`src/rtl/mapper_pkg.sv`:
```
// Shared types and helpers for the ASCII8/ASCII16 bank-switch mapper.
package mapper_pkg;

    typedef logic [24:0] mem_addr_t;

    localparam logic [15:0] REG_BASE = 16'h6000;
    localparam logic [15:0] WIN_BASE = 16'h4000;

    // Window number of a CPU address inside 0x4000-0xBFFF; meaningless outside it.
    function automatic logic [1:0] win_index(input logic [15:0] addr, input int page_bits);
        logic [15:0] off;
        off = addr - WIN_BASE;
        return 2'(off >> page_bits);
    endfunction

endpackage

```
`src/rtl/mapper_ascii_banked.sv`:
```
// ASCII8/ASCII16 cartridge bank-switch mapper: CPU window -> 25-bit linear address.
// Optional battery SRAM overlay is enabled with MAPPER_SRAM_EN.
module mapper_ascii_banked
    import mapper_pkg::*;
#(
    parameter int        PAGE_BITS   = 13,
    parameter int        BANK_W      = 8,
    parameter mem_addr_t SRAM_BASE   = 25'h100000,
    parameter int        SRAM_BITS   = 13,
    parameter bit        INIT_LINEAR = 1'b0
) (
    input  logic              clk,
    input  logic              reset,
    input  logic [15:0]       cpu_addr,
    input  logic [7:0]        din,
    input  logic              cpu_mreq,
    input  logic              cpu_wr,
    input  logic              cs,
    input  logic [BANK_W-1:0] bank_mask,
    output mem_addr_t         mem_addr,
    output logic              mem_unmaped,
    output logic              sram_cs,
    output logic              sram_we
);

    localparam int WIN_W = 15 - PAGE_BITS;
    localparam int NWIN  = 1 << WIN_W;

    logic [BANK_W-1:0] bank [NWIN];
    logic              wr_req_d;
    logic              in_window;
    logic              reg_hit;
    logic [WIN_W-1:0]  win;
    logic [WIN_W-1:0]  reg_idx;
    logic              wr_req;
    logic              commit;
    logic              sram_hit;
    logic [BANK_W-1:0] bank_rom;
    logic [BANK_W-1:0] din_bank;
    mem_addr_t         rom_addr;
    mem_addr_t         sram_addr;

    assign in_window = (cpu_addr[15:14] == 2'b01) || (cpu_addr[15:14] == 2'b10);
    assign win       = WIN_W'(win_index(cpu_addr, PAGE_BITS));
    assign reg_hit   = (cpu_addr[15:13] == REG_BASE[15:13]);
    assign reg_idx   = cpu_addr[12 -: WIN_W];

`ifdef MAPPER_SRAM_EN
    logic [NWIN-1:0] sram_sel;

    assign sram_hit = cs & cpu_mreq & in_window & sram_sel[win];
    assign bank_rom = {1'b0, bank[win][BANK_W-2:0]};
    assign din_bank = {1'b0, din[BANK_W-2:0]};

    always_ff @(posedge clk) begin
        if (reset) begin
            sram_sel <= '0;
        end else if (commit) begin
            sram_sel[reg_idx] <= din[BANK_W-1];
        end
    end
`else
    assign sram_hit = 1'b0;
    assign bank_rom = bank[win];
    assign din_bank = din[BANK_W-1:0];
`endif

    // Only the upper half of the windows (0x8000-0xBFFF) accepts SRAM writes.
    assign sram_we = sram_hit & cpu_wr & win[WIN_W-1];
    assign sram_cs = sram_hit;

    assign wr_req = cs & cpu_mreq & cpu_wr & reg_hit & ~sram_we;
    assign commit = wr_req & ~wr_req_d;

    // wr_req_d keeps tracking the strobe through reset, so a write still held
    // when reset releases is seen as already in progress and never commits.
    always_ff @(posedge clk) begin
        wr_req_d <= wr_req;
        if (reset) begin
            for (int i = 0; i < NWIN; i++) begin
                bank[i] <= INIT_LINEAR ? BANK_W'(i) : '0;
            end
        end else if (commit) begin
            bank[reg_idx] <= din_bank;
        end
    end

    assign rom_addr    = mem_addr_t'({bank_rom & bank_mask, cpu_addr[PAGE_BITS-1:0]});
    assign sram_addr   = SRAM_BASE + mem_addr_t'(cpu_addr[SRAM_BITS-1:0]);
    assign mem_addr    = sram_hit ? sram_addr : rom_addr;
    assign mem_unmaped = cs & ~in_window;

endmodule

```
`config.mk`:
```
export PLATFORM = sky130hd
export DESIGN_NAME = mapper_ascii_banked
export DESIGN_NICKNAME = d
export VERILOG_FILES = /design/src/rtl/mapper_pkg.sv /design/src/rtl/mapper_ascii_banked.sv
export SDC_FILE = /design/constraint.sdc
export NUM_CORES = 1
export LEC_CHECK = 0
export CAP_MARGIN = 20
export CORE_AREA = 2 2 108 89
export DETAILED_ROUTE_END_ITERATION = 16
export DIE_AREA = 0 0 110 91
export PLACE_DENSITY = 0.58
export SLEW_MARGIN = 20
export SYNTH_ARGS = -nofsm -noshare
export SYNTH_HDL_FRONTEND = slang
export SYNTH_SLANG_ARGS = --single-unit
```
`constraint.sdc`:
```
create_clock -name clk -period 2.5 [get_ports clk]
set_clock_uncertainty 0.15 [all_clocks]
set_input_delay 0.25 -clock clk [delete_from_list [all_inputs] [get_ports clk]]
set_output_delay 0.25 -clock clk [all_outputs]
set_load 0.01 [all_outputs]
```
======== Word-level counts from Yosys, hierarchy flattened ========
Memories as Yosys holds them, arrays and structs flattened.
Index checks and enable logic that the tools add are counted.
operators by class
  add/subtract/negate cells ............... 1
  equal/unequal tests ..................... 3
  muxes and demuxes ....................... 8
  bitwise logic cells ..................... 8
  reduce and logical (&&, ||, !) cells .... 2
operator list
  operator                count
  $sub 15x15->15 const B  1
  $and 8x8->8             1
  $mux 8                  1
  $reduce_or 8->1         1
  $mux 1                  6
  $and 1x1->1             5
  $eq 3x2->1 const B      1
  $eq 2x1->1 const B      1
  $eq 2x2->1 const B      1
  $mux 2                  1
  $not 1->1               2
  $logic_or 1x1->1        1
storage, ports and cells
  bits in registers ....................... 1
  memory bits (writable) .................. 32
  bits of input ports ..................... 37
  output and inout bits ................... 28
  logic and storage cells ................. 24
  memories kept ........................... 1
memories
  memory  words  bits a word  rd ports  clocked after Yosys merged registers in  write ports  line                       text
  bank    4      8            1         0                                        4            mapper_ascii_banked.sv:29  logic [BANK_W-1:0] bank [NWIN];

======== Longest topological paths before layout ========
Gate-level depths: netlist of run 1.
  word-level depth ........................ 9
  depth in mapped cells ................... 4
  depth with buffers taken out ............ 2

======== Least setup slack after synthesis of run 1 ========
Ideal clock, no wire load.
  path kind ............................... input -> register
  start point ............................. in cpu_addr[14]
  end point ............................... mem bank[2][0] (enable)
  library setup time ...................... 0.398 ns
  arrival time ............................ 1.622 ns
  required time ........................... 1.952 ns
  slack ................................... 0.330 ns
  stages .................................. 3
  buffers on the path ..................... 1
  path through ............................ buf_4 nand4_4 o41ai_1
RTL lines
  what                line                       text
  start: declaration  mapper_ascii_banked.sv:14  input logic [15:0] cpu_addr,
  end: declaration    mapper_ascii_banked.sv:29

======== Worst setup path after layout of run 1 ========
  start point ............................. in cpu_addr[13]
  end point ............................... out mem_addr[17]
on the way
  longest elaborated chain between the ends .. 3
ends and longest elaborated chain
  what              line                       text
  $sub 15x15->15    mapper_pkg.sv:12           off = addr - WIN_BASE;
  $mem_v2 4x8       -
  $and 8x8->8       mapper_ascii_banked.sv:88  assign rom_addr = mem_addr_t'({bank_rom & bank_mask, cpu_addr[PAGE_BITS-1:0]});
  end: declaration  mapper_ascii_banked.sv:20  output mem_addr_t mem_addr,
No other way between the ends.

==> flow_summary.ini, run 1 <==
[outcome]
outcome = complete, no violations

[placement]
place_ws_ns = -0.0334
dp_cells = 300
dpl_cell_area_um2 = 2580
gp_congestion = 0.731
port-buffer-count = 36
place_hpwl_mm = 3.22

[worst_hold_path]
hp-class = input port to output port

[synth]
yosys-top-cells-area = edfxtp_1 44%, nor4_2 12%, mux4_1 9.7%
ys_ff_latch = 33
yosysWarningCount = 0
syn-cell-area_um2 = 2180
synth.avg_cell_area_um2 = 13.5
ys_seq_area_share_pct = 45.1
yosysUniqueCellTypes = 26
yosysTopAreaCell = edfxtp_1
synthCells = 161
synth_top_cell_area_share_pct = 44.2

[grt]
antenna_found_initial = 0
grt_pass1_wl_mm = 7.26
track_usage_pct = 9.77
grt_max_degree = 27
overflow = 0
grt_pass1_vias = 1361

[worst_setup_path]
path_cells = clkdlybuf4s50_1, buf_12, mux4_1, and2_1, dlygate4sd2_1
start_kind = input port
critical-path-max-stage-delay_ns = 0.56
end_kind = output port
crit_type = input port to output port
crit_arrival_ns = 1.93
cp_data_required_time_ns = 2.10
worst_path_max_delay_cell = mux4_1
crit_fanout = 9

[timing]
finalWorstSetupSlack_ns = 0.174
hold_viol_final = 0
min_period_ns = 2.33
tns_ns = 0
post-route-period-util_pct = 93.1
rsz0062_at_grt = no
max_freq_mhz = 430
slew_violations = 0
setup_viol = 0

[layout]
antenna_cells = 0
mostFrequentLayoutCell = edfxtp_1
drive_gt1_share_pct = 29.5
area_delta_synth_final_pct = 22.0
stdcell_count = 308
layout_common_cells = 32 x edfxtp_1, 28 x clkdlybuf4s50_1, 20 x nor4_2
final_area_um2 = 2650
fillers = 885
fin_util_pct = 29.9
nNetsFinal = 229

[route]
wl_per_cell_um = 14.7
viasPerCell = 4.42
first_pass_iters = 5
drt-total-wl_mm = 4.53
dr_total_vias = 1362
route.detailed.drc = 0
ant_nets = 0
first_iter_violations = 42

[clocking]
ctsRootBufferMaster = clkbuf_8
cts_tree = yes
cts_buffers = 5
postCtsSetupRepairBufs = 0
cts_hold_buf = 0
clkSinkCount = 33
cts_buffer_depth = 2
ctsResizeCount = 8
clk_latency_ns = 0.29
cts.htree.levels = 2

[floorplanning]
initial_core_util_pct = 24.5
die_h_um = 91
core_um2 = 8880
rows = 31
ios = 65
fp.dieArea_um2 = 10000
fp.dieW_um = 110

[job]
maxCapViolCount = 0

[power]
p_per_area_nw_per_um2 = 455
p_leak_nw = 0.916
ir_worst_vdd_v = 0.000197
-- power by group --
group	internal, mW	total [mW]	switching (mW)
sequential	0.618	0.622	0.00342
clock	0.193	0.382	0.190
combinational	0.101	0.204	0.103
total	0.912	1.21	0.296
-- per-stage QoR --
step | power [mW] | hold WS (ns)
CTS | 1.22 | 0.350
global route | 1.27 | 0.350
finish | 1.21 | 0.350
detailed placement | 0.845 | 0.350
global placement | 0.842 | 0.350
floorplan | 0.773 | 0.338
-- flip-flops by register name, indices dropped and copies added, names as in the netlist --
name,flops
bank,32
wr_req_d,1
-- worst max-delay path: cells and delay by family --
| kind | cells | cell delay (ns) |
|---|---|---|
| buffers and inverters | 3 | 0.94 |
| and+or+nand+nor | 1 | 0.17 |
| muxes | 1 | 0.56 |
-- metal layers --
metal  track usage [%]  vias up  wire (um)
li1                  -      667          -
met1              13.2      661       2130
met2              14.5       27       2130
met3              3.09        7        226
met4              3.69        0         47
met5                 0        -          0
-- cells in the mapped netlist (all sizes together) --
master / number
dfxtp: 1
or2: 2
xnor2: 1
o41ai: 4
and2: 9
inv: 6
or3b: 11
nor3: 3
nor4: 29
mux4: 8
nand2b: 3
clkbuf: 2
conb: 1
nand4: 1
nor2: 1
buf: 33
nand2: 1
nand3b: 13
edfxtp: 32
-- area by class of cell --
class	instances	area [um^2]	area share, %
Clock buffer	6	72.6	2.73
Timing Repair Buffer	54	498	18.8
Tap cell	115	144	5.42
Inverter	6	22.5	0.849
Clock inverter	2	10.0	0.377
Sequential cell	33	981	37.0
Multi-Input combinational cell	92	926	34.9
-- path summary, 6_finish.rpt --
path	from	cells after the start	slack [ns]	to
min	cpu_addr[0]	0	0.35	mem_addr[0]
max	cpu_addr[13]	5	0.17	mem_addr[17]
min reg2reg	wr_req_d	2	0.70	bank[1][7]
max reg2reg	wr_req_d	3	1.00	bank[2][2]
-- kinds of logic (layout without fill, tap and decap cells) --
group	count (synthesis)	in the layout	synth area share, %
simple gates	73	73	29.7
compound gates	4	4	1.61
buf+inv	41	68	13.3
mux	8	8	9.66
flops	33	33	45.1
xor+xnor	1	1	0.403
other cells	1	6	0.172
(Power assumes the default switching activity.)
==> run 2: changes to the inputs <==
Settings changed: CTS_CLUSTER_DIAMETER from default to 40.
==> results of run 2 <==
Same layout as run 1: the final DEF is identical, and so are final timing and power.
